<file path="config.mk">
export PLATFORM = sky130hd
export DESIGN_NAME = decoder_3to8
export DESIGN_NICKNAME = d
export VERILOG_FILES = /design/src/rtl/decoder_pkg.sv /design/src/rtl/decoder_scan_counter.sv /design/src/rtl/decoder_3to8.sv
export SDC_FILE = /design/constraint.sdc
export NUM_CORES = 1
export LEC_CHECK = 0
export CAP_MARGIN = 20
export CELL_PAD_IN_SITES_DETAIL_PLACEMENT = 1
export CELL_PAD_IN_SITES_GLOBAL_PLACEMENT = 1
export CORE_MARGIN = 1
export CORE_UTILIZATION = 29
export DETAILED_ROUTE_END_ITERATION = 16
export PLACE_DENSITY_LB_ADDON = 0.1
export SYNTH_ARGS = -nofsm -noshare
export SYNTH_HDL_FRONTEND = slang
export SYNTH_SLANG_ARGS = --single-unit
</file>
<file path="constraint.sdc">
create_clock -name clk -period 1.4 [get_ports clk]
set_input_delay 0.28 -clock clk [delete_from_list [all_inputs] [get_ports clk]]
set_output_delay 0.28 -clock clk [all_outputs]
set_load 0.05 [all_outputs]
</file>
<file path="src/rtl/decoder_pkg.sv">
// Shared widths and types for the LED-array column-select decoder.
// Holds the default index/output widths and the matching packed types.
package decoder_pkg;

    localparam int unsigned DEC_IN_W  = 3;
    localparam int unsigned DEC_OUT_W = 8;

    typedef logic [DEC_IN_W-1:0]  dec_idx_t;
    typedef logic [DEC_OUT_W-1:0] dec_sel_t;

endpackage

</file>
<file path="src/rtl/decoder_scan_counter.sv">
// Internal column scan counter: prescaler, scan index and frame pulse.
// Ports:
//   clk, rst_n   clock, asynchronous active-low reset
//   advance      count enable (ena & scan_en from the top)
//   scan_idx     current column index, wraps max->0
//   frame_start  one-cycle registered pulse when scan_idx wraps to 0
module decoder_scan_counter
    import decoder_pkg::*;
#(
    parameter int unsigned IN_W     = DEC_IN_W,
    parameter int          SCAN_DIV = 1
) (
    input  logic            clk,
    input  logic            rst_n,
    input  logic            advance,
    output logic [IN_W-1:0] scan_idx,
    output logic            frame_start
);

    localparam int unsigned PRE_W = (SCAN_DIV > 1) ? $clog2(SCAN_DIV) : 1;
    localparam logic [PRE_W-1:0] PRE_MAX = PRE_W'(SCAN_DIV - 1);

    logic [PRE_W-1:0] pre;
    logic             pre_wrap_c;
    logic             idx_wrap_c;

    // A scan step happens on the prescaler's last count; the frame wraps on the last column.
    assign pre_wrap_c = advance && (pre == PRE_MAX);
    assign idx_wrap_c = pre_wrap_c && (scan_idx == '1);

    // Counters hold (not clear) whenever advance is low.
    always_ff @(posedge clk or negedge rst_n) begin
        if (!rst_n) begin
            pre         <= '0;
            scan_idx    <= '0;
            frame_start <= 1'b0;
        end else begin
            if (advance) begin
                pre <= pre_wrap_c ? '0 : pre + PRE_W'(1);
            end
            if (pre_wrap_c) begin
                scan_idx <= scan_idx + IN_W'(1);
            end
            frame_start <= idx_wrap_c;
        end
    end

endmodule

</file>
<file path="src/rtl/decoder_3to8.sv">
// One-hot column-select decoder for the 8x8 LED array driver.
// Selects either the external index x or the internal scan counter and
// decodes it into a one-hot column select, combinationally (y) and
// registered (y_q).
// Build option: define DECODER_ACTIVE_LOW_EN for one-cold y/y_q
// (idle value all ones, y_q resets to all ones).
// Ports:
//   clk, rst_n   clock, asynchronous active-low reset
//   ena          global enable; low forces all selects inactive
//   x            external index; top bit flags out-of-range
//   scan_en      1 = index from scan counter, 0 = from x
//   y            combinational decode of the selected index
//   y_q          y registered on rising clk
//   scan_idx     current scan counter value
//   frame_start  one-cycle pulse when the scan counter wraps to 0
module decoder_3to8
    import decoder_pkg::*;
#(
    parameter int unsigned IN_W     = DEC_IN_W,
    parameter int          SCAN_DIV = 1
) (
    input  logic                 clk,
    input  logic                 rst_n,
    input  logic                 ena,
    input  logic [IN_W:0]        x,
    input  logic                 scan_en,
    output logic [(2**IN_W)-1:0] y,
    output logic [(2**IN_W)-1:0] y_q,
    output logic [IN_W-1:0]      scan_idx,
    output logic                 frame_start
);

    localparam int unsigned OUT_W = 2 ** IN_W;

`ifdef DECODER_ACTIVE_LOW_EN
    localparam logic [OUT_W-1:0] Y_RST = '1;
`else
    localparam logic [OUT_W-1:0] Y_RST = '0;
`endif

    if (SCAN_DIV < 1) begin : g_bad_scan_div
        $error("decoder_3to8: SCAN_DIV must be >= 1");
    end

    logic [IN_W:0]      sel_c;
    logic [OUT_W-1:0]   hot_c;

    decoder_scan_counter #(
        .IN_W     (IN_W),
        .SCAN_DIV (SCAN_DIV)
    ) u_scan (
        .clk         (clk),
        .rst_n       (rst_n),
        .advance     (ena & scan_en),
        .scan_idx    (scan_idx),
        .frame_start (frame_start)
    );

    // Index source mux and one-hot decode; the top index bit means out of range.
    always_comb begin
        sel_c = scan_en ? {1'b0, scan_idx} : x;
        hot_c = '0;
        if (ena && !sel_c[IN_W]) begin
            hot_c[sel_c[IN_W-1:0]] = 1'b1;
        end
    end

`ifdef DECODER_ACTIVE_LOW_EN
    assign y = ~hot_c;
`else
    assign y = hot_c;
`endif

    // Registered copy of the select.
    always_ff @(posedge clk or negedge rst_n) begin
        if (!rst_n) begin
            y_q <= Y_RST;
        end else begin
            y_q <= y;
        end
    end

endmodule

</file>
==> PnR_summary.wiki <==
{| class="wikitable"
! Metric !! Value
|-
| Number of clock buffers inserted by TritonCTS || 3
|-
| Number of cells in the finished layout apart from fillers || 117
|-
| Root buf cell || clkbuf_4
|-
| RePlAce Congestion || 0.738
|-
| Maximum buffer depth of the clock tree || 2
|-
| Post-placement cell count || 103
|-
| Number of global-route vias before repair || 636
|-
| Worst r2r dst || u_scan.scan_idx[2]
|-
| Nets in the synthesized netlist || 53
|-
| Gate count after technology mapping || 43
|-
| Mean number of vias per cell || 5.22
|-
| Routed wire per std cell || 24.1 um
|-
| Launch instance of the worst register-to-register path || u_scan.scan_idx[1]
|-
| WS Path Type || flip-flop to output port
|-
| Required time worst endpoint || 1.12 ns
|-
| Initial core utilization || 31.7%
|-
| Ratio of cells with drive above 1 in the final layout || 71.7%
|-
| Remaining max-slew budget at the tightest pin || 78.7%
|-
| Synth Cell Area || 566 um^2
|-
| GRT overflow || 0
|-
| Longest individual stage delay on the worst path || 0.42 ns
|-
| CP max-delay cell || dfrtp_2
|-
| Cells on worst reg2reg path || 5
|-
| Final-layout worst hold slack || 0.333 ns
|-
| Post-synth EDFFs || 0
|-
| Period minus WS final || 1.86 ns
|-
| Power Total || 2.35 mW
|-
| Via total after detailed routing || 611
|-
| Max IR drop VDD || 1.46 mV
|-
| Library cell with the largest summed area after synthesis || dfrtp_1
|-
| Maximum number of pins on one net before global-route repair || 14
|-
| Yosys top cell area share || 57.5%
|-
| Final clock period utilization by the worst path || 133%
|-
| Violated checks || setup timing
|-
| Kind of path behind the tightest hold check || primary input to async pin
|-
| Number of maximum-capacitance violations || 0
|-
| Fmax || 538 MHz
|-
| Worst setup margin || -0.458 ns
|-
| HPWL after DPL || 1.43 mm
|-
| Die Outline Area || 0.00213 mm^2
|-
| Async S/R FF share, synth || 100%
|-
| Ports || 28
|-
| NumNets Final || 103
|-
| Total power per unit cell area || 1740 mW/mm^2
|-
| Transition time of the tightest slew-check pin || 0.318 ns
|-
| Number of sinks handled by clock tree synthesis || 13
|-
| Clock network latency to the later pin of the worst-skew pair || 0.31 ns
|-
| Number of setup violations in the final report || 10
|-
| Status || finished with violations
|-
| Arrival time of the worst setup path || 1.58 ns
|-
| Worst setup path startpoint || u_scan.scan_idx[0]
|-
| Critical path endpoint || y[2]
|-
| Die W || 46.2 um
|-
| Die height || 46.2 um
|-
| Critical path cell sequence || nand3b_1 -> a22oi_2 -> buf_12
|-
| Wire length reported by the detailed router || 2.82 mm
|-
| Sort of element at the end of the critical path || output port
|-
| Core Region || 0.00178 mm^2
|-
| Max-slew violations || 0
|-
| Slack of the worst reg-to-reg path || -0.03 ns
|-
| Unrepaired setup endpoints after global routing || yes
|-
| H-tree levels || 1
|-
| Worst-case clock skew || 0.0109 ns
|-
| Number of detailed-routing iterations run before antenna repair || 5
|-
| Final count of hold timing violations || 0
|-
| Count of nets left with antenna violations after detail routing || 0
|-
| Leak pwr || 0.571 nW
|-
| Clock-pin transition on the worst setup and hold timing paths || 0.10 ns
|-
| Crit-path max FO || 4
|-
| Combined global-route utilization of all metal layers || 25.6%
|-
| Number of diodes added for antenna fixing || 0
|-
| Residual DRC || 0
|-
| Number of port buffers || 27
|-
| Rows || 15
|-
| FF+latch count, synth || 13
|-
| Clock tree from TritonCTS || yes
|-
| Sequential-to-total area share from yosys stat || 57.5%
|-
| Top FF cell, synth || dfrtp_1
|-
| Detailed router's first-iteration violation count || 11
|-
| First-pass GRT wire length || 3.51 mm
|-
| Total negative slack for setup checks || -3.43 ns
|-
| Biggest area contributors in the synthesized netlist || dfrtp_1, a22oi_1, nand3b_1, ha_1, mux2_2
|-
| Antenna violations before repair || 0
|-
| Ys Warns || 0
|-
| Mean Syn Cell Area || 13.2 um^2
|-
| Layout overhead on the synthesized area || 139%
|-
| Netlist cell types || 16
|-
| Kind of start point of the critical path || flip-flop
|}
## layout by cell type, fill, tap and decap left out
cell type / instances
buf_12: 20
or3b_4: 3
dfrtp_1: 10
clkdlybuf4s15_1: 1
mux2_2: 1
nand3b_1: 5
ha_4: 2
nand3_4: 2
dfrtp_2: 3
or3_1: 1
mux2_4: 1
clkbuf_4: 3
inv_1: 1
nor2_1: 1
dlygate4sd2_1: 2
xnor2_1: 1
buf_4: 11
clkdlybuf4s50_1: 1
buf_2: 3
a21boi_0: 1
nand4bb_1: 1
clkbuf_1: 1
buf_6: 8
a22oi_2: 8
or4b_4: 1
## metal layers
metal / track usage [%] / up-vias / routed length, um
met5: 0 / - / 0
met4: 10.6 / 0 / 113
met3: 5.10 / 11 / 108
met2: 45.1 / 35 / 1460
met1: 29.9 / 302 / 1140
li1: - / 263 / -
## synth_stat cells, types with 2 or more instances
library cell  instances
ha_1                  2
mux2_2                2
or3b_1                2
dfrtp_1              13
a22oi_1               8
nand3b_1              5
nand3_1               2
## worst max-delay path, delay by kind of cell (launching register included)
family | cells | cell delay, ns
DFF | 1 | 0.42
buffers and inverters | 1 | 0.18
AOI/OAI and AO/OA | 1 | 0.36
and+or+nand+nor | 1 | 0.30
## report_power, final
group | leakage [nW] | internal, mW | switching, mW
Combinational | 0.386 | 0.795 | 0.758
Sequential | 0.170 | 0.453 | 0.0693
Clock | 0.0150 | 0.111 | 0.161
## layout make-up
cell class | instances | area [um^2]
repair buffers | 46 | 626
fillers | 152 | 433
multi-input cells | 28 | 334
flip-flops and latches | 13 | 329
well taps | 25 | 31.3
clock buffers | 4 | 26.3
inverters | 1 | 3.75
## through the flow
| stage | util, % | setup WS (ns) | cell area, um^2 |
|---|---|---|---|
| detailed placement | 66.6 | -0.669 | 1190 |
| floorplan | - | -0.370 | 632 |
| CTS | 70.1 | -0.388 | 1250 |
| finish | 75.7 | -0.458 | 1350 |
| global placement | 66.6 | -0.643 | 1190 |
| global route | 75.7 | -0.507 | 1350 |
## sequential cells by signal (all words and copies together) (netlist names)
signal and cells:
y_q 8, u_scan.scan_idx 3, u_scan.frame_start 1, u_scan.pre 1
## cell families after synthesis
logic type               count (synthesis)  synth area share, %
AO/OA/AOI/OAI                            9                 11.9
XOR/XNOR                                 1                 1.55
adder cells (fa/ha/maj)                  2                 4.42
buffers and inverters                    2                 1.33
flip-flops                              13                 57.5
multiplexers                             2                 3.98
AND/OR/NAND/NOR                         14                 19.2
## how the worst min path moves through the flow
stage                                    end  cells after the start
after floorplan           u_scan.frame_start                      0
after global placement            u_scan.pre                      1
after detailed placement          u_scan.pre                      1
after CTS                             y_q[2]                      2
after global routing                  y_q[5]                      2
final                                 y_q[5]                      2
## repair_timing
action,4_1_cts,5_1_grt
endpoints found under the hold margin,0,0
buffers inserted,6,6
gates resized for setup,19,12
hold buffers,0,0
endpoints found under the setup margin,15,10
pin swaps,7,5
Note: power is estimated with default switching activity, not from simulation.
